`src/rtl/mips_ppu_pkg.sv`:
```
// Shared pipeline definitions for the MIPS fetch front end: queue sizing,
// the NOP encoding and the {pc, instr} entry carried from fetch to decode.
package mips_ppu_pkg;

  localparam int unsigned FETCH_Q_DEPTH = 4;
  localparam logic [31:0] MIPS_NOP      = 32'h0000_0000;

  typedef struct packed {
    logic [31:0] pc;
    logic [31:0] instr;
  } fetch_entry_t;

  // Occupancy classes of the fetch queue, exposed for debug.
  typedef enum logic [1:0] {
    OCC_EMPTY   = 2'd0,
    OCC_PARTIAL = 2'd1,
    OCC_FULL    = 2'd2
  } occ_state_e;

endpackage

```
`src/rtl/fetch_queue_ram.sv`:
```
// Fetch-queue storage: DEPTH x {pc, instr}, one synchronous write port and
// one asynchronous read port. Contents are never cleared.
module fetch_queue_ram
  import mips_ppu_pkg::*;
#(
  parameter int unsigned DEPTH = FETCH_Q_DEPTH,
  parameter int unsigned AW    = $clog2(DEPTH)
) (
  input  logic          clk,
  input  logic          i_we,
  input  logic [AW-1:0] i_waddr,
  input  fetch_entry_t  i_wdata,
  input  logic [AW-1:0] i_raddr,
  output fetch_entry_t  o_rdata
);

  fetch_entry_t r_mem [DEPTH];

  always_ff @(posedge clk) begin
    if (i_we) begin
      r_mem[i_waddr] <= i_wdata;
    end
  end

  assign o_rdata = r_mem[i_raddr];

endmodule

```
`src/rtl/fetch_queue.sv`:
```
// Instruction fetch queue between instruction memory and decode: a FIFO of
// {pc, instr} entries with flush for branch/jump redirects.
module fetch_queue
  import mips_ppu_pkg::*;
#(
  parameter int unsigned DEPTH    = FETCH_Q_DEPTH,
  parameter logic [31:0] NOP_WORD = MIPS_NOP
) (
  input  logic                     clk,
  input  logic                     reset,
  input  logic                     flush,
  input  logic                     in_valid,
  input  logic [31:0]              in_pc,
  input  logic [31:0]              in_instr,
  output logic                     in_ready,
  output logic                     out_valid,
  output logic [31:0]              out_pc,
  output logic [31:0]              out_instr,
  input  logic                     out_ready,
  output logic [$clog2(DEPTH):0]   count,
  output logic [1:0]               dbg_state
);

  localparam int unsigned AW = $clog2(DEPTH);
  localparam int unsigned CW = AW + 1;
  localparam logic [CW-1:0] FULL_CNT = CW'(DEPTH);
  localparam logic [CW-1:0] CNT_ONE  = CW'(1);
  localparam logic [AW-1:0] PTR_ONE  = AW'(1);

  logic [AW-1:0] r_wr_ptr;
  logic [AW-1:0] r_rd_ptr;
  logic [CW-1:0] r_count;
  occ_state_e    r_state;
  occ_state_e    w_state_nxt;

  logic          w_push;
  logic          w_pop;
  fetch_entry_t  w_wr_entry;
  fetch_entry_t  w_head;

  // Handshake: a transfer happens on a posedge where valid && ready are both
  // high and flush is low. in_ready is a pure function of occupancy, so it
  // never depends on out_ready; a full queue frees a slot only after the pop.
  assign in_ready  = (r_count < FULL_CNT);
  assign out_valid = (r_count != '0);
  assign w_push    = in_valid && in_ready && !flush;
  assign w_pop     = out_valid && out_ready && !flush;

  assign w_wr_entry.pc    = in_pc;
  assign w_wr_entry.instr = in_instr;

  fetch_queue_ram #(
    .DEPTH (DEPTH),
    .AW    (AW)
  ) u_ram (
    .clk     (clk),
    .i_we    (w_push),
    .i_waddr (r_wr_ptr),
    .i_wdata (w_wr_entry),
    .i_raddr (r_rd_ptr),
    .o_rdata (w_head)
  );

  assign out_pc    = out_valid ? w_head.pc    : 32'h0;
  assign out_instr = out_valid ? w_head.instr : NOP_WORD;
  assign count     = r_count;
  assign dbg_state = r_state;

  // Reset and flush share the discard path; pointers wrap by bit width.
  always_ff @(posedge clk) begin
    if (reset || flush) begin
      r_wr_ptr <= '0;
      r_rd_ptr <= '0;
      r_count  <= '0;
    end else begin
      if (w_push) begin
        r_wr_ptr <= r_wr_ptr + PTR_ONE;
      end
      if (w_pop) begin
        r_rd_ptr <= r_rd_ptr + PTR_ONE;
      end
      case ({w_push, w_pop})
        2'b10:   r_count <= r_count + CNT_ONE;
        2'b01:   r_count <= r_count - CNT_ONE;
        default: r_count <= r_count;
      endcase
    end
  end

  always_ff @(posedge clk) begin
    if (reset) begin
      r_state <= OCC_EMPTY;
    end else begin
      r_state <= w_state_nxt;
    end
  end

  always_comb begin
    w_state_nxt = r_state;
    if (flush) begin
      w_state_nxt = OCC_EMPTY;
    end else begin
      case (r_state)
        OCC_EMPTY: begin
          if (w_push) w_state_nxt = OCC_PARTIAL;
        end
        OCC_PARTIAL: begin
          if (w_push && !w_pop && (r_count == FULL_CNT - CNT_ONE)) begin
            w_state_nxt = OCC_FULL;
          end else if (w_pop && !w_push && (r_count == CNT_ONE)) begin
            w_state_nxt = OCC_EMPTY;
          end
        end
        OCC_FULL: begin
          if (w_pop && !w_push) w_state_nxt = OCC_PARTIAL;
        end
        default: w_state_nxt = OCC_EMPTY;
      endcase
    end
  end

endmodule

```
`config.mk`:
```
export PLATFORM = sky130hd
export DESIGN_NAME = fetch_queue
export DESIGN_NICKNAME = d
export VERILOG_FILES = /design/src/rtl/mips_ppu_pkg.sv /design/src/rtl/fetch_queue_ram.sv /design/src/rtl/fetch_queue.sv
export SDC_FILE = /design/constraint.sdc
export NUM_CORES = 1
export LEC_CHECK = 0
export CAP_MARGIN = 40
export CELL_PAD_IN_SITES_DETAIL_PLACEMENT = 1
export CELL_PAD_IN_SITES_GLOBAL_PLACEMENT = 1
export CORE_ASPECT_RATIO = 1.4
export CORE_MARGIN = 1.5
export CORE_UTILIZATION = 35
export CTS_CLUSTER_SIZE = 16
export DETAILED_ROUTE_END_ITERATION = 6
export PLACE_DENSITY_LB_ADDON = 0.08
export SLEW_MARGIN = 20
export SYNTH_ARGS = -nofsm -noshare
export SYNTH_HDL_FRONTEND = slang
export SYNTH_SLANG_ARGS = --single-unit
export TNS_END_PERCENT = 30
```
`constraint.sdc`:
```
create_clock -name clk -period 9.2 [get_ports clk]
set_input_delay 2.3 -clock clk [delete_from_list [all_inputs] [get_ports clk]]
set_output_delay 2.3 -clock clk [all_outputs]
set_load 0.005 [all_outputs]
```
Yosys cells after proc, flatten, opt, wreduce, memory -nomap -nowiden
Memory sizes are Yosys's and may differ from the RTL's. A register that Yosys moved wholly into a read port is not among the register bits.
Index checks and enable logic that the tools add are counted.
W data, S select, Z words.
{ "word_totals": {"register_bits": 9, "latch_bits": 0, "ramBits": 256, "mem_bits_ro": 0, "inputBits": 69, "output_inout_bits": 71, "word_cells": 48, "mem_count": 1} }
{ "classes": {"addsub": 4, "n_mul": 0, "div_mod_pow": 0, "n_lt_le_gt_ge": 1, "eq_ne": 9, "n_shift": 0, "n_mux": 12, "bitwise": 0, "n_reduce_logical": 17} }
{ "memory_table": {"columns": ["memory", "words", "word_bits", "rd", "rd_clocked_by_memory_dff", "write_ports", "line", "rtl"], "rows": [
  ["u_ram.r_mem", 4, 64, 1, 1, 1, "fetch_queue_ram.sv:17", "fetch_entry_t r_mem [DEPTH];"]
]} }
{ "ops": {"columns": ["operator", "count"], "rows": [
  ["$mux W32", 2],
  ["$mux W2", 6],
  ["$logic_and A1 B1 Y1", 8],
  ["$pmux W2 S3", 1],
  ["$pmux W3 S2", 1],
  ["$add A2 B1 Y2 const B", 2],
  ["$eq A2 B1 Y1 const B", 2],
  ["$eq A2 B2 Y1 const B", 2],
  ["$ne A2 B2 Y1 const B", 2],
  ["$add A3 B1 Y3 const B", 1],
  ["$eq A3 B1 Y1 const B", 1],
  ["$eq A3 B2 Y1 const B", 1],
  ["$logic_not A1 Y1", 3],
  ["$lt A3 B3 Y1 const B", 1],
  ["$ne A3 B3 Y1 const B", 1],
  ["$reduce_and A3 Y1", 1],
  ["$reduce_bool A3 Y1", 1],
  ["$sub A3 B1 Y3 const B", 1],
  ["$logic_not A2 Y1", 1],
  ["$mux W1", 2],
  ["$reduce_bool A2 Y1", 1],
  ["$reduce_or A2 Y1", 1],
  ["$logic_or A1 B1 Y1", 1]
]} }

Depth between registers and ports, before layout
Gate-level depths: netlist (run 1).
{ "logic_depth": {"depth_word": 9, "depth_mapped": 10} }

Cells and area by module
A second synthesis (run 1) with hierarchy kept.
{ "hier_totals": {"cells_unflattened": 469, "area_unflattened_um2": 10318.6} }
{ "by_module_without_submodules": {"columns": ["module", "instances", "cells_each", "area_each_um2", "seq_area_each_um2"], "rows": [
  ["fetch_queue_ram", 1, 338, 9341.5, 7687.4],
  ["fetch_queue", 1, 131, 977.2, 180.2]
]} }

Least setup slack after synthesis (run 1)
No wires, ideal clock.
{ "synth_timing": {"path_type": "in2reg", "startpoint": "in flush", "endpoint": "mem u_ram.r_mem[0][0] (netlist name), enable pin", "setup_ns": 0.429, "arrival_ns": 4.231, "required_ns": 8.771, "setup_slack_ns": 4.540, "path_stages": 2, "n_path_buf": 0, "cell_sequence": "nor3b_2 -> and2_1"} }
{ "synth_between": {"elab_chain_len": 4} }
{ "synth_rtl": {"columns": ["item", "line", "rtl"], "rows": [
  ["start: declaration", "fetch_queue.sv:11", "input logic flush,"],
  ["$logic_not A1 Y1", "fetch_queue.sv:46", "assign w_push = in_valid && in_ready && !flush;"],
  ["$logic_and A1 B1 Y1", "fetch_queue.sv:46", null],
  ["$mux W1", "fetch_queue_ram.sv:20", "if (i_we) begin"],
  ["$mux W1 (implied by the code)", "fetch_queue_ram.sv:21", "r_mem[i_waddr] <= i_wdata;"],
  ["end: declaration", "fetch_queue_ram.sv:17", null]
]} }
No other way between the ends.

==> results of run 1 <==
## worst min-delay path, cell delays in order, from the launching register on
cell	delay [ns]
dfxtp_1	0.31
o31ai_1	0.06
a21oi_1	0.07
## power by group
part	switching (mW)	internal (mW)	total [mW]
clock	0.440	0.589	1.03
combinational	0.0573	0.0777	0.135
sequential	0.00568	1.35	1.36
## metal layers
| metal | routed length [µm] | GRT usage [%] | up-vias | part of all wire, % |
|---|---|---|---|---|
| li1 | - | - | 2234 | - |
| met1 | 8790 | 17.55 | 2653 | 39 |
| met2 | 12130 | 27.24 | 105 | 54 |
| met3 | 957 | 2.747 | 32 | 4.3 |
| met4 | 505 | 4.950 | 2 | 2.3 |
| met5 | 13 | 0 | - | 0.058 |
## final cells by class
type	count	area, µm²
diodes	1	2.502
repair buffers	147	1556
clock inverters	18	135.1
flip-flops and latches	267	7915
inverters	12	45.04
well taps	380	475.5
fillers	2719	16100
multi-input cells	177	2250
clock buffers	30	686.9
## logic make-up (layout without fill, tap and decap cells)
group	Yosys count	after routing	share of synthesized area, %
adders and majority gates	11	11	1.324
muxes	65	65	14.11
AOI/OAI and AO/OA	14	14	0.8909
xor gates and xnor gates	3	3	0.2529
and+or+nand+nor	84	84	4.972
buffers and inverters	35	207	2.360
DFF	267	267	76.09
other	0	1	0
## worst max path at each step
stage,to,slack [ns]
final,out_instr[6],3.72
after global routing,out_pc[1],3.45
after CTS,out_instr[13],3.42
after detailed placement,out_instr[13],4.00
after global placement,out_instr[31],4.01
after floorplan,u_ram.r_mem[0][0]$_DFFE_PP_,4.54
## layout by cell type, fill, tap and decap left out, types with 5 or more instances in the layout
master,n
ha_1,11
inv_1,11
clkdlybuf4s50_1,139
mux4_2,60
edfxtp_1,256
clkinv_2,8
nor2_1,6
dfxtp_1,9
a21oi_1,5
clkinv_1,7
and2_1,64
clkbuf_16,27
## registers in the layout (all words and copies together) (netlist names), named ones only
| signal | count |
|---|---|
| dbg_state | 2 |
| r_rd_ptr | 2 |
| u_ram.r_mem | 256 |
| count | 3 |
| r_wr_ptr | 2 |
## stage by stage
step,cells,power (mW),util (%)
after global routing,1032,2.605,44.80
after global placement,977,1.514,41.46
after floorplan,479,1.430,-
after CTS,1030,2.555,44.72
after detailed placement,982,1.520,41.90
final,1032,2.520,44.80
==> impl_metrics.json, run 1 <==
{
  "status": "finished clean",
  "htree_levels": 1,
  "drc": 0,
  "core_area_mm2": 0.02917,
  "io_pins": 140,
  "powerDensity_mw_per_mm2": 192.8,
  "fin_skew_ns": 0.01476,
  "grt_pass1_vias": 5684,
  "grt_pass1_wl_um": 33620,
  "wire_per_inst_um": 21.70,
  "postLayoutSetupSlackWorst_ns": 3.715,
  "r2r_end": "count[1]$_SDFFE_PP0P_",
  "cp_slowest_cell": "dfxtp_4",
  "hold_viol": 0,
  "critical_path_depth": 5,
  "r2r_setup_slack_ns": 6.98,
  "rows": 74,
  "synth_area_leader_cell": "edfxtp_1",
  "finalSetupViolCount": 0,
  "clkTransAtPathRegs_ns": 0.06,
  "vias_per_cell": 4.870,
  "grt-ovfl-total": 0,
  "crit_required_ns": 6.90,
  "whs_path_depth": 2,
  "clk_latency_ns": 0.53,
  "ctsHoldBuffers": 0,
  "path_delay_family": "buffers and inverters",
  "drt-initial-drc-count": 304,
  "worst_pin_slew_ns": 0.6970,
  "grt_start_max_net_pins": 41,
  "slew_violations": 0,
  "synth_edf_count": 256,
  "synth_common_cells": "edfxtp_1, and2_1, mux4_2, inv_1",
  "fp.dieW_um": 148.6,
  "synth_seq_area_share_pct": 76.09,
  "dr.pass1.iters": 4,
  "cp_max_fo": 30,
  "ys_ff_latch": 267,
  "dpl.hpwl_um": 13150,
  "syn_inst": 479,
  "whs_ns": 0.4838,
  "vias": 5026,
  "fp.dieH_um": 206.9,
  "gp_congestion": 0.6765,
  "cts_tree": "yes",
  "ff2ff_path_depth": 9,
  "syn_to_final_growth_pct": 25.73,
  "synth_most_common_cell": "edfxtp_1",
  "hold_class": "register to register",
  "final_area_mm2": 0.01307,
  "critPathKind": "register to output port",
  "finalSetupTns_ns": 0,
  "cts_buffers": 26,
  "crit_buf_inv": 3,
  "max_cap_viol_count": 0,
  "finalCritPeriodShare_pct": 59.62,
  "critPathLaunchType": "register",
  "antenna_left": 0,
  "reg2reg_from": "count[0]$_SDFFE_PP0P_",
  "ys_warn_count": 0,
  "gr-usage-all-layers_pct": 14.88,
  "synth.distinct_cells": 33,
  "netlist.area_leader.share_pct": 73.97,
  "slew_headroom_pct": 53.53,
  "root_buffer": "clkbuf_16",
  "hp-start": "r_rd_ptr[1]$_SDFFE_PP0P_",
  "preCtsSetupSlack_ns": 4.004,
  "nets": 711,
  "cts_setup_buffers": 0,
  "wl_um": 22390,
  "end_kind": "output port",
  "synth_area_mm2": 0.01039,
  "path_cells": "buf_4 > buf_12 > mux4_2 > and2_1 > clkdlybuf4s50_1",
  "p_leak_nw": 4.150,
  "critPathMaxStageDelay_ns": 0.76,
  "min_period_ns": 5.485,
  "drive_above_1_share_pct": 17.82,
  "numPortBuffers": 139,
  "die_area_mm2": 0.03075,
  "rsz0062_at_grt": "false",
  "placed_cell_area_mm2": 0.01222,
  "arrival_ns": 3.18,
  "postSynthAreaPerCell_um2": 21.70,
  "ys.flop_type": "edfxtp_1",
  "antenna_found_initial": 3,
  "synth_fp_nets": 559,
  "clock.fmax_mhz": 182.3,
  "cts_sinks": 267,
  "clk_path_buf_depth": 3,
  "ir_drop_uv": 114.5,
  "post_cts_resized": 0,
  "ys_async_sr_fraction_pct": 0,
  "initial_core_util_pct": 35.63,
  "ys_top_cells_by_area": "edfxtp_1, mux4_2, and2_1"
}
No activity file was read; power rests on OpenSTA's default activity.
==> inputs of run 2 (changes only) <==
- clock period: 9.2 -> 5 ns (I/O delays scaled with it)
==> run 2 against run 1 <==
Cell count increased by 0.39%. Flip-flop and latch count unchanged. Wire length fell by 1.6%.
==> impl_metrics.json, run 2 (same netlist as run 1, synthesis figures left out) <==
{
  "final_common_cell": "edfxtp_1",
  "regArea_mm2": 0.007915,
  "vias_per_cell": 4.858,
  "path_delay_family": "buffers and inverters",
  "nFillCells": 2775,
  "ctsHoldBuffers": 0,
  "ir_drop_uv": 278.9,
  "end_kind": "output port",
  "htree_levels": 1,
  "fin_skew_ns": 0.01008,
  "worstSetupStartpoint": "count[0]$_SDFFE_PP0P_",
  "reg2reg_from": "count[0]$_SDFFE_PP0P_",
  "fp.dieH_um": 206.9,
  "core_area_mm2": 0.02917,
  "arrival_ns": 2.95,
  "finalSetupViolCount": 0,
  "rows": 74,
  "hold_viol": 0,
  "dpl.hpwl_um": 13120,
  "p_leak_nw": 4.149,
  "status": "finished clean",
  "cts_sinks": 267,
  "max_cap_viol_count": 0,
  "path_cells": "inv_1 > ha_1 > nor2b_2 > inv_2 > buf_4 > and2_1 > clkdlybuf4s50_1",
  "rsz0062_at_grt": "false",
  "drive_above_1_share_pct": 17.92,
  "nets": 713,
  "powerDensity_mw_per_mm2": 358.7,
  "cp_slowest_cell": "inv_2",
  "critPathMaxStageDelay_ns": 0.56,
  "grt-ovfl-total": 0,
  "slew_violations": 0,
  "io_pins": 140,
  "wl_um": 22030,
  "vias": 5033,
  "cts_setup_buffers": 0,
  "gr-usage-all-layers_pct": 14.67,
  "wire_per_inst_um": 21.27,
  "numPortBuffers": 139,
  "drc": 0,
  "cts_buffers": 27,
  "antenna_left": 0,
  "slew_headroom_pct": 50.07,
  "initial_core_util_pct": 35.63,
  "grt_pass1_vias": 5813,
  "finalCritPeriodShare_pct": 83.93,
  "regMostFlops": "u_ram.r_mem",
  "worst_pin_slew_ns": 0.7301,
  "cts_tree": "yes",
  "post_cts_resized": 0,
  "cp_max_fo": 38,
  "min_period_ns": 4.196,
  "finalSetupTns_ns": 0,
  "dr.pass1.iters": 4,
  "root_buffer": "clkbuf_16",
  "drt-initial-drc-count": 211,
  "layout_common_cells": "edfxtp_1, clkdlybuf4s50_1, and2_1, mux4_2, clkbuf_16",
  "clk_latency_ns": 0.52,
  "grt_pass1_wl_um": 33620,
  "largest_reg_flops": 256,
  "hp-start": "r_rd_ptr[1]$_SDFFE_PP0P_",
  "clk_path_buf_depth": 3,
  "multi_input_area_mm2": 0.002250,
  "hold_class": "register to register",
  "clkTransAtPathRegs_ns": 0.06,
  "r2r_setup_slack_ns": 2.74,
  "die_area_mm2": 0.03075,
  "gp_congestion": 0.7210,
  "crit_required_ns": 3.75,
  "postLayoutSetupSlackWorst_ns": 0.8037,
  "critPathLaunchType": "register",
  "preCtsSetupSlack_ns": 1.277,
  "fp.dieW_um": 148.6,
  "syn_to_final_growth_pct": 25.86,
  "grt_start_max_net_pins": 41,
  "whs_ns": 0.4977,
  "clock.fmax_mhz": 238.3,
  "critPathKind": "register to output port",
  "crit_buf_inv": 4,
  "antenna_found_initial": 4
}
run 2: power by group:
part           leakage (nW)  switching, mW  internal (mW)
sequential             2.42         0.0102           2.48
clock                 0.418          0.806           1.14
combinational          1.31          0.104          0.143
total                  4.15          0.920           3.77
run 2: metrics by stage:
step | power, mW | utilization, % | instance area, µm² | cells
after floorplan | 2.631 | - | 10390 | 479
after global placement | 2.787 | 41.83 | 12200 | 983
after detailed placement | 2.796 | 41.90 | 12220 | 984
after CTS | 4.771 | 44.82 | 13070 | 1033
after global routing | 4.866 | 44.84 | 13080 | 1035
final | 4.692 | 44.85 | 13080 | 1036
run 2: final timing paths:
check                                                  to  cells past startpoint
worst max-delay path                           out_pc[14]                      7
worst min-delay path                             register                      2
worst max register to register  dbg_state[0]$_SDFFE_PP0P_                      9
worst min register to register                   register                      2
run 2: worst reg2reg max path, stage by stage (launching register included):
cell      delay (ns)
dfxtp_1         0.44
inv_1           0.10
ha_1            0.19
nor2b_2         0.17
or3_1           0.35
inv_1           0.12
ha_1            0.31
nand2_1         0.09
o21ai_0         0.24
a221oi_1        0.13
run 2: final cells by class:
type | instances | share of cell area [%]
Inverter | 12 | 0.3444
Clock inverter | 16 | 1.186
Clock buffer | 33 | 5.338
Sequential cell | 267 | 60.51
Antenna cell | 3 | 0.05739
Tap cell | 380 | 3.635
Multi-Input combinational cell | 177 | 17.20
Timing Repair Buffer | 148 | 11.73
run 2: per-layer routing:
layer / vias up / track usage (%) / wire (µm)
met3: 36 / 2.835 / 1013
met5: - / 0 / 12
met2: 106 / 27.28 / 12000
met1: 2634 / 17.03 / 8544
li1: 2255 / - / -
met4: 2 / 4.420 / 469
==> inputs of run 3 (changes only) <==
- clock period: 5 -> 4.1 ns (I/O delays scaled with it)
==> run 3 against run 2 <==
Global-route usage is 0.24 points lower. Sequential share of layout area is 0.28 points lower. Critical path depth stayed put. Wire length is 1.2% lower. Utilization is 0.21 points higher. Flip-flop and latch count stayed put. Clock power is 24% higher. Critical endpoint is now out_instr[22]. Largest power group unchanged.
==> impl_metrics.json, run 3 (same netlist as run 1, synthesis figures left out) <==
{
  "power.internal_mw": 4.664,
  "pwr-share-clk_pct": 42.0,
  "end_kind": "output port",
  "ir_drop_uv": 297.2,
  "largest_reg_flops": 256,
  "powerDensity_mw_per_mm2": 438.7,
  "drt-initial-drc-count": 211,
  "finalSetupTns_ns": 0,
  "wire_per_inst_um": 20.95,
  "status": "finished clean",
  "core_area_mm2": 0.02917,
  "vias_per_cell": 4.797,
  "grt_pass1_wl_um": 33220,
  "finalCritPeriodShare_pct": 91.30,
  "clk_path_buf_depth": 3,
  "root_buffer": "clkbuf_16",
  "io_pins": 140,
  "grt_start_max_net_pins": 36,
  "dp_cells": 989,
  "numPortBuffers": 139,
  "initial_core_util_pct": 35.63,
  "fp.dieW_um": 148.6,
  "max_cap_viol_count": 0,
  "pwr-share-seq_pct": 52.8,
  "cp_slowest_cell": "clkdlybuf4s50_1",
  "regMostFlops": "u_ram.r_mem",
  "layout_common_cells": "edfxtp_1, clkdlybuf4s50_1, and2_1, mux4_2, clkbuf_16",
  "cp_max_fo": 35,
  "syn_to_final_growth_pct": 26.44,
  "rsz0062_at_grt": "false",
  "swShare_pct": 19.09,
  "dpl.hpwl_um": 13360,
  "nets": 718,
  "clock.fmax_mhz": 267.1,
  "rows": 74,
  "cts_tree": "yes",
  "final_cells": 1039,
  "gr-usage-all-layers_pct": 14.42,
  "vias": 4984,
  "clkTransAtPathRegs_ns": 0.06,
  "htree_levels": 1,
  "cts_buffers": 27,
  "clk_latency_ns": 0.52,
  "finalSetupViolCount": 0,
  "grt_pass1_vias": 5686,
  "critPathMaxStageDelay_ns": 0.51,
  "slew_violations": 0,
  "grt-ovfl-total": 0,
  "hold_viol": 0,
  "path_cells": "inv_1 > ha_1 > nor2b_2 > inv_4 > buf_4 > and2_1 > clkdlybuf4s50_1",
  "fin_skew_ns": 0.01827,
  "critPathLaunchType": "register",
  "cts_sinks": 267,
  "crit_required_ns": 3.07,
  "nFillCells": 2741,
  "utilization_pct": 45.05,
  "p_sw_mw": 1.100,
  "drive_above_1_share_pct": 17.78,
  "worst_pin_slew_ns": 0.6390,
  "dr.pass1.iters": 4,
  "die_area_mm2": 0.03075,
  "drc": 0,
  "arrival_ns": 2.72,
  "critPathKind": "register to output port",
  "antenna_left": 0,
  "ctsHoldBuffers": 0,
  "p_leak_nw": 4.179,
  "hold_class": "register to register",
  "min_period_ns": 3.743,
  "gp_congestion": 0.7129,
  "slew_headroom_pct": 56.30,
  "wl_um": 21760,
  "fp.dieH_um": 206.9,
  "final_common_cell": "edfxtp_1",
  "antenna_found_initial": 3,
  "combinationalPowerShare_pct": 5.3
}
==> run 3: changes by cell type in the layout (fill, tap and decap cells not counted) <==
cell        delta
clkinv_4       -1
buf_12         +1
inv_2          -1
inv_4          +1
buf_4          +4
clkbuf_1       +3
bufinv_16      +1
diode_2        -2
clkinv_2       -4
clkinv_1       +2
clkinvlp_4     -1
==> run 3: stage by stage <==
stage / total power, mW / worst slack [ns] / hold slack [ns] / instance area, µm²
4_1_cts: 5.848 / 0.02971 / 0.5005 / 13140
3_5_place_dp: 3.412 / 0.5939 / 0.4912 / 12270
5_1_grt: 5.964 / 0.1604 / 0.5367 / 13140
2_1_floorplan: 3.209 / 0.7153 / 0.4529 / 10390
6_report: 5.765 / 0.3566 / 0.4979 / 13140
3_3_place_gp: 3.400 / 0.6998 / 0.4638 / 12270
==> run 3: area by class of cell <==
type	instances	area, µm²	area share (%)
diodes	1	2.502	0.01904
clock inverters	13	156.4	1.190
multi-input cells	177	2250	17.12
repair buffers	153	1584	12.05
clock buffers	36	709.4	5.399
inverters	12	47.55	0.3618
flip-flops and latches	267	7915	60.24
well taps	380	475.5	3.618
==> run 3: path summary, 6_finish.rpt <==
kind	startpoint	end	slack, ns	depth (start not counted)
setup reg to reg	count[0]$_SDFFE_PP0P_	dbg_state[0]$_SDFFE_PP0P_	1.85	9
hold / removal	r_rd_ptr[1]$_SDFFE_PP0P_	register	0.50	2
hold reg to reg	r_rd_ptr[1]$_SDFFE_PP0P_	register	0.50	2
setup / recovery	count[0]$_SDFFE_PP0P_	out_instr[22]	0.36	7
==> run 3: metal layers <==
layer	routed length [µm]	track usage [%]	share of wire (%)	up-vias
met2	11680	26.50	54	119
met3	1038	2.571	4.8	22
met1	8737	17.62	40	2591
met4	296	3.289	1.4	2
met5	11	0	0.051	-
li1	-	-	-	2250
==> run 3: what timing repair did <==
action	4_1_cts	5_1_grt
endpoints found under the hold margin	0	0
endpoints found under the setup margin	0	16
gates resized for setup	0	2
setup buffers	0	0
==> run 3: worst max-delay path: cells and delay by family (launching register included) <==
family / cells / cell delay, ns
DFF: 1 / 0.42
and+or+nand+nor: 2 / 0.34
adders and majority gates: 1 / 0.19
buffers and inverters: 4 / 1.23
==> run 3: power groups by stage <==
stage | clock network (mW) | registers, mW | logic [mW]
after global placement | 0 | 3.10 | 0.304
after global routing | 2.59 | 3.04 | 0.333
after floorplan | 0 | 3.10 | 0.110
after CTS | 2.49 | 3.04 | 0.313
after detailed placement | 0 | 3.10 | 0.312
final | 2.42 | 3.04 | 0.304
